File: src/rtl/muldiv_sequencer_if.sv
// Request/response bundle between the EX-stage decode and the iterative M-extension unit.
// The master issues ops and flush; the slave reports stall, busy and the result.
interface muldiv_sequencer_if #(
  parameter int unsigned XLEN = 32
);
  logic            start;
  logic [2:0]      Funct3;
  logic [XLEN-1:0] op_a;
  logic [XLEN-1:0] op_b;
  logic            flush;
  logic            busy;
  logic            stall_req;
  logic            result_valid;
  logic [XLEN-1:0] result;

  modport master (
    output start, Funct3, op_a, op_b, flush,
    input  busy, stall_req, result_valid, result
  );

  modport slave (
    input  start, Funct3, op_a, op_b, flush,
    output busy, stall_req, result_valid, result
  );
endinterface

File: src/rtl/muldiv_sequencer.sv
// Iterative RV32M multiply/divide unit: shift-add multiply, restoring divide, one bit per cycle.
// Operands are latched on acceptance; sign fix-up happens in PREP and FIX around the core loop.
module muldiv_sequencer #(
  parameter int unsigned XLEN = 32
) (
  input logic                clk,
  input logic                rst_n,
  muldiv_sequencer_if.slave  bus
);

  localparam int unsigned CntW = $clog2(XLEN) + 1;

  localparam logic [2:0] F3Mul    = 3'b000;
  localparam logic [2:0] F3Mulh   = 3'b001;
  localparam logic [2:0] F3Mulhsu = 3'b010;
  localparam logic [2:0] F3Div    = 3'b100;
  localparam logic [2:0] F3Rem    = 3'b110;

  typedef enum logic [2:0] {StIdle, StPrep, StCalc, StFix, StDone} state_e;

  state_e            state_q;
  logic [2:0]        f3_q;
  logic [XLEN-1:0]   a_q;
  logic [XLEN-1:0]   b_q;
  logic [2*XLEN-1:0] acc_q;
  logic [CntW-1:0]   cnt_q;
  logic              neg_q;
  logic              busy_q;
  logic              valid_q;
  logic [XLEN-1:0]   result_q;

  // PREP decode: signedness, magnitudes and special cases
  logic            is_div;
  logic            is_rem;
  logic            a_signed;
  logic            b_signed;
  logic            a_neg;
  logic            b_neg;
  logic [XLEN-1:0] a_mag;
  logic [XLEN-1:0] b_mag;
  logic            div_zero;
  logic            div_ovf;

  assign is_div   = f3_q[2];
  assign is_rem   = f3_q[1];
  assign a_signed = (f3_q == F3Mulh) || (f3_q == F3Mulhsu) || (f3_q == F3Div) || (f3_q == F3Rem);
  assign b_signed = (f3_q == F3Mulh) || (f3_q == F3Div) || (f3_q == F3Rem);
  assign a_neg    = a_signed & a_q[XLEN-1];
  assign b_neg    = b_signed & b_q[XLEN-1];
  assign a_mag    = a_neg ? -a_q : a_q;
  assign b_mag    = b_neg ? -b_q : b_q;
  assign div_zero = is_div && (b_q == '0);
  assign div_ovf  = ((f3_q == F3Div) || (f3_q == F3Rem)) &&
                    (a_q == {1'b1, {(XLEN-1){1'b0}}}) && (&b_q);

  // CALC step. Multiply: acc = {partial product, remaining multiplier bits}.
  logic [XLEN:0]     mul_sum;
  logic [2*XLEN-1:0] mul_next;

  assign mul_sum  = {1'b0, acc_q[2*XLEN-1:XLEN]} + (acc_q[0] ? {1'b0, a_q} : '0);
  assign mul_next = {mul_sum, acc_q[XLEN-1:1]};

  // Divide: acc = {partial remainder, dividend bits shifting into quotient bits}.
  logic [XLEN:0]     div_part;
  logic [XLEN:0]     div_diff;
  logic [2*XLEN-1:0] div_next;

  assign div_part = {acc_q[2*XLEN-1:XLEN], acc_q[XLEN-1]};
  assign div_diff = div_part - {1'b0, b_q};
  assign div_next = div_diff[XLEN] ? {div_part[XLEN-1:0], acc_q[XLEN-2:0], 1'b0}
                                   : {div_diff[XLEN-1:0], acc_q[XLEN-2:0], 1'b1};

  // FIX: sign correction and word select
  logic [2*XLEN-1:0] prod_fix;
  logic [XLEN-1:0]   quo_fix;
  logic [XLEN-1:0]   rem_fix;
  logic [XLEN-1:0]   fix_result;

  assign prod_fix = neg_q ? -acc_q : acc_q;
  assign quo_fix  = neg_q ? -acc_q[XLEN-1:0] : acc_q[XLEN-1:0];
  assign rem_fix  = neg_q ? -acc_q[2*XLEN-1:XLEN] : acc_q[2*XLEN-1:XLEN];

  always_comb begin
    fix_result = '0;
    if (is_div) begin
      fix_result = is_rem ? rem_fix : quo_fix;
    end else begin
      fix_result = (f3_q == F3Mul) ? prod_fix[XLEN-1:0] : prod_fix[2*XLEN-1:XLEN];
    end
  end

  always_ff @(posedge clk or negedge rst_n) begin
    if (!rst_n) begin
      state_q  <= StIdle;
      f3_q     <= '0;
      a_q      <= '0;
      b_q      <= '0;
      acc_q    <= '0;
      cnt_q    <= '0;
      neg_q    <= 1'b0;
      busy_q   <= 1'b0;
      valid_q  <= 1'b0;
      result_q <= '0;
    end else if (bus.flush) begin
      state_q <= StIdle;
      busy_q  <= 1'b0;
      valid_q <= 1'b0;
    end else begin
      unique case (state_q)
        StIdle: begin
          valid_q <= 1'b0;
          if (bus.start) begin
            f3_q    <= bus.Funct3;
            a_q     <= bus.op_a;
            b_q     <= bus.op_b;
            busy_q  <= 1'b1;
            state_q <= StPrep;
          end
        end
        StPrep: begin
          if (div_zero) begin
            result_q <= is_rem ? a_q : '1;
            busy_q   <= 1'b0;
            valid_q  <= 1'b1;
            state_q  <= StDone;
          end else if (div_ovf) begin
            result_q <= is_rem ? '0 : a_q;
            busy_q   <= 1'b0;
            valid_q  <= 1'b1;
            state_q  <= StDone;
          end else begin
            a_q     <= a_mag;
            b_q     <= b_mag;
            acc_q   <= {{XLEN{1'b0}}, (is_div ? a_mag : b_mag)};
            // Remainder follows the dividend sign; product and quotient follow the sign xor.
            neg_q   <= (is_div && is_rem) ? a_neg : (a_neg ^ b_neg);
            cnt_q   <= CntW'(XLEN);
            state_q <= StCalc;
          end
        end
        StCalc: begin
          acc_q <= is_div ? div_next : mul_next;
          cnt_q <= cnt_q - 1'b1;
          if (cnt_q == CntW'(1)) begin
            state_q <= StFix;
          end
        end
        StFix: begin
          result_q <= fix_result;
          busy_q   <= 1'b0;
          valid_q  <= 1'b1;
          state_q  <= StDone;
        end
        StDone: begin
          valid_q <= 1'b0;
          state_q <= StIdle;
        end
        default: begin
          state_q <= StIdle;
          busy_q  <= 1'b0;
          valid_q <= 1'b0;
        end
      endcase
    end
  end

  assign bus.busy         = busy_q;
  assign bus.result_valid = valid_q;
  assign bus.result       = result_q;
  assign bus.stall_req    = busy_q | (bus.start & (state_q == StIdle) & ~bus.flush);

endmodule

File: src/flat_wrapper.sv
// flat-port wrapper written by rule: the top's interface ports become plain ports
module muldiv_sequencer_flat 
#(
  parameter int unsigned XLEN = 32
)
  (clk, rst_n, bus_start, bus_Funct3, bus_op_a, bus_op_b, bus_flush, bus_busy, bus_stall_req, bus_result_valid, bus_result);
  muldiv_sequencer_if #(.XLEN(XLEN)) bus_i ();
  input logic clk;
  input logic rst_n;
  input wire logic [$bits(bus_i.start)-1:0] bus_start;
  input wire logic [$bits(bus_i.Funct3)-1:0] bus_Funct3;
  input wire logic [$bits(bus_i.op_a)-1:0] bus_op_a;
  input wire logic [$bits(bus_i.op_b)-1:0] bus_op_b;
  input wire logic [$bits(bus_i.flush)-1:0] bus_flush;
  output wire logic [$bits(bus_i.busy)-1:0] bus_busy;
  output wire logic [$bits(bus_i.stall_req)-1:0] bus_stall_req;
  output wire logic [$bits(bus_i.result_valid)-1:0] bus_result_valid;
  output wire logic [$bits(bus_i.result)-1:0] bus_result;
  assign bus_i.start = bus_start;
  assign bus_i.Funct3 = bus_Funct3;
  assign bus_i.op_a = bus_op_a;
  assign bus_i.op_b = bus_op_b;
  assign bus_i.flush = bus_flush;
  assign bus_busy = bus_i.busy;
  assign bus_stall_req = bus_i.stall_req;
  assign bus_result_valid = bus_i.result_valid;
  assign bus_result = bus_i.result;
  muldiv_sequencer #(.XLEN(XLEN)) u_core (.clk(clk), .rst_n(rst_n), .bus(bus_i));
endmodule
File: config.mk
export PLATFORM = sky130hd
export DESIGN_NAME = muldiv_sequencer_flat
export DESIGN_NICKNAME = d
export VERILOG_FILES = /design/src/rtl/muldiv_sequencer_if.sv /design/src/rtl/muldiv_sequencer.sv /design/src/flat_wrapper.sv
export SDC_FILE = /design/constraint.sdc
export NUM_CORES = 1
export LEC_CHECK = 0
export BUFFER_PORTS_ARGS = -buffer_cell sky130_fd_sc_hd__buf_4
export CORE_MARGIN = 1
export CORE_UTILIZATION = 56
export DETAILED_ROUTE_END_ITERATION = 6
export PLACE_DENSITY = 0.74
export RECOVER_POWER = 25
export SYNTH_ARGS = -nofsm -noshare
export SYNTH_HDL_FRONTEND = slang
export SYNTH_SLANG_ARGS = --single-unit
export TNS_END_PERCENT = 10
File: constraint.sdc
create_clock -name clk -period 4.7 [get_ports clk]
set_clock_uncertainty 0.15 [all_clocks]
set_input_delay 0.47 -clock clk [delete_from_list [all_inputs] [get_ports clk]]
set_output_delay 0.47 -clock clk [all_outputs]
set_load 0.01 [all_outputs]
==> reports/metrics.csv <==
stage,metric,value,unit
cts,clock_sinks,175,
worst_setup_path,crit_chain,"or4_1, or3_1, nor4_2, a41o_1, nor2_1, o21ai_4, buf_4, a21oi_1, o22ai_1",
logic_synthesis,ys.flop_type,dfrtp_1,
status,outcome,"finished, violations left",
finish,stdcell_area,18500,um^2
finish,area_growth,9.502,%
logic_synthesis,netlist-cell-type-count,85,
routing,ant_nets,0,
grt,grt_max_degree,79,
routing,via_per_inst,7.068,
floorplan,initial_core_util,57.00,%
grt,gr-usage-all-layers,46.17,%
pwr,p_switching,7.615,mW
timing,fin_crit,4.174,ns
cts,worstSkewPairLatency,0.46,ns
grt,grt_pass1_wl,106100,um
logic_synthesis,syn_nets,2387,
timing,layout_setup_ws,0.5258,ns
routing,routedWlPerCell,27.10,um
pwr,total_power,13.64,mW
cts,cts_made_buffers,17,
timing,whs,0.02728,ns
job,drv_cap,1,
cts,path_clk_slew,0.09,ns
timing,grt_setup_unrepaired,no,
timing,slew_viol_final,79,
logic_synthesis,syn_inst,2243,
worst_setup_path,arrival,4.39,ns
pwr,p_int,6.030,mW
worst_setup_path,startpoint_type,flip-flop,
cts,cts_tree,yes,
place,dp.cells,2620,
floorplan,num_io_pins,106,
pwr,seqPwrFrac,23.9,%
floorplan,fp.dieH,175.7,um
logic_synthesis,syn-cell-area,16890,um^2
finish,finalNonFillerCells,2653,
timing,worstMarginPinSlew,2.328,ns
finish,final_util,62.42,%
place,dp_slack,0.6881,ns
logic_synthesis,syn_area_per_cell,7.532,um^2
timing,setup_violations,0,
pwr,p_leak,7.742,nW
pwr,power_density,737.6,nW/um^2
cts,postCtsSetupBuffers,0,
logic_synthesis,synthArstFlopShare,100.0,%
pwr,ir_drop,0.4244,mV
worst_setup_path,required,4.92,ns
place,placed_area,17930,um^2
worst_setup_path,cp_max_fo,28,
cts,htree_levels,4,
status,violations,"capacitance limit, slew limit",
finish,register_area,4384,um^2
worst_setup_path,crit_type,reg -> reg,
grt,grt_pass1_vias,17113,
logic_synthesis,ys_seq_elements,175,
pwr,clockPowerShare,11.5,%
floorplan,core,29640,um^2
place,hpwl,54610,um
finish,layout_commonest_cell,o21ai_0,
routing,first_pass_iters,6,
floorplan,die_x,175.7,um
floorplan,num_rows,63,
finish,nFillCells,2784,
finish,final_nets,2394,
logic_synthesis,yosysWarnings,0,
finish,antenna_cells,0,
grt,antenna_found_initial,3,
cts,root_buffer,clkbuf_16,
worst_setup_path,cpMaxStageDelayCell,nor4_2,
floorplan,die_area,30870,um^2
place,place.gp.congestion,1.077,
routing,wl,71900,um
grt,grt-ovfl-total,0,
logic_synthesis,ys_seq_area_share,25.92,%
pwr,swShare,55.81,%
worst_setup_path,slowest_delay,0.70,ns
pwr,comb_power_share,64.7,%
routing,via_count,18751,
logic_synthesis,synth_edf_count,0,
finish,final_cell_mix,"239 x o21ai_0, 216 x a21oi_1, 192 x nand2_1",
timing,max_slew_margin,-55.22,%
timing,setup-tns-final,0,ns
timing,final.period_utilization,88.81,%
timing,max_freq,239.6,MHz
min_path,hold_class,in -> reg,
routing,drc,0,
timing,finalHoldViolCount,0,
finish,drive_above_1_share,9.633,%
cts,cts_buffer_depth,2,
worst_setup_path,endpoint_kind,flip-flop,
place,io_buffers,105,
finish,multi_input_area,11520,um^2
routing,drtIter0Drc,2811,
cell usage after synthesis, types with 5 or more instances:
| library cell | count | area share (%) |
|---|---|---|
| xnor2_1 | 106 | 5.5 |
| xor2_1 | 55 | 2.9 |
| nand3_1 | 64 | 1.9 |
| o221ai_1 | 26 | 1.3 |
| mux2i_1 | 60 | 3.6 |
| nor2b_1 | 11 | 0.41 |
| a21oi_1 | 216 | 6.4 |
| or4_1 | 14 | 0.62 |
| and2_1 | 37 | 1.4 |
| or3_1 | 28 | 1.0 |
| o21ai_0 | 239 | 7.1 |
| inv_1 | 70 | 1.6 |
| or2_2 | 10 | 0.37 |
| a41oi_1 | 7 | 0.36 |
| o21bai_1 | 6 | 0.27 |
| nand3b_1 | 7 | 0.31 |
| ha_1 | 71 | 5.3 |
| a21o_1 | 39 | 1.7 |
| a31oi_1 | 32 | 1.2 |
| dfrtp_1 | 175 | 26 |
| a22oi_1 | 24 | 1.1 |
| o41ai_1 | 13 | 0.67 |
| and3_1 | 14 | 0.52 |
| mux2_2 | 8 | 0.53 |
| nor3_1 | 58 | 1.7 |
| clkbuf_1 | 132 | 2.9 |
| a311oi_1 | 7 | 0.36 |
| a21boi_0 | 7 | 0.31 |
| nor3b_1 | 5 | 0.22 |
| nand2b_1 | 25 | 0.93 |
| o211ai_1 | 30 | 1.3 |
| a22o_1 | 5 | 0.26 |
| nand4_1 | 25 | 0.93 |
| o21a_1 | 11 | 0.49 |
| a211o_1 | 8 | 0.41 |
| nor4_1 | 17 | 0.63 |
| a211oi_1 | 22 | 0.98 |
| nand2_1 | 192 | 4.3 |
| buf_2 | 31 | 0.92 |
| o22ai_1 | 25 | 0.93 |
| buf_1 | 7 | 0.16 |
| nor2_1 | 183 | 4.1 |
| o31ai_1 | 27 | 1.2 |
| a221oi_1 | 18 | 0.93 |
sequential cells by signal, summed over array words and instances, names as in the netlist:
| name | cells |
|---|---|
| u_core.acc_q | 64 |
| u_core.a_q | 32 |
| u_core.b_q | 32 |
| u_core.bus.result | 32 |
| u_core.cnt_q | 6 |
| u_core.f3_q | 3 |
| u_core.state_q | 3 |
| u_core.bus.busy | 1 |
| u_core.bus.result_valid | 1 |
| u_core.neg_q | 1 |
critical path: cells and delay by family (launching register included):
family	cells	cell delay (ns)
buf+inv	1	0.29
flops	1	0.47
simple gates	4	1.90
compound gates	4	1.29
cell families (layout without fill, tap and decap cells):
group / count (synthesis) / after routing / synth area share [%]
fa+ha+maj: 75 / 75 / 5.614
flops: 175 / 175 / 25.92
buf+inv: 250 / 270 / 5.992
xor+xnor: 161 / 161 / 8.347
mux: 69 / 69 / 4.155
simple gates: 713 / 713 / 20.60
compound gates: 800 / 800 / 29.37
timing repair:
action                                  in CTS  in global routing
endpoints found under the setup margin       0                  0
hold endpoints to repair                    75                  0
hold buffers                                 1                  0
gates resized for setup                      0                  0
final timing paths:
path	to	from	cells past startpoint	slack (ns)
worst max-delay path	u_core.b_q[15]	u_core.b_q[11]	9	0.53
worst min-delay path	u_core.bus.busy	bus_flush	2	0.03
worst max register to register	u_core.b_q[15]	u_core.b_q[11]	9	0.53
worst min register to register	u_core.bus.result[13]	u_core.bus.result[13]	2	0.34
max in group asynchronous	u_core.f3_q[2]	rst_n	2	1.62
min in group asynchronous	u_core.acc_q[41]	rst_n	2	1.09
cell type report:
class	count	share of cell area (%)
clock inverter	15	1.170
timing repair buffer	165	6.425
multi-input combinational	1818	62.29
clock buffer	17	2.300
sequential	175	23.70
inverter	73	1.481
tap	390	2.638
power by group through the flow:
stage	clock (mW)	combinational, mW	sequential, mW
global placement	0	8.37	3.16
global route	1.61	9.42	3.27
finish	1.56	8.82	3.26
detailed placement	0	8.47	3.19
floorplan	0	6.21	2.57
CTS	1.57	8.52	3.16
per-layer routing:
metal	global-route usage [%]	up-vias	wire length (um)
met1	59.07	8857	26970
met2	68.48	1373	30420
met3	11.17	273	8893
met5	0	-	34
li1	-	8242	-
met4	31.96	6	5587
Power figures use the tool's default switching activity.
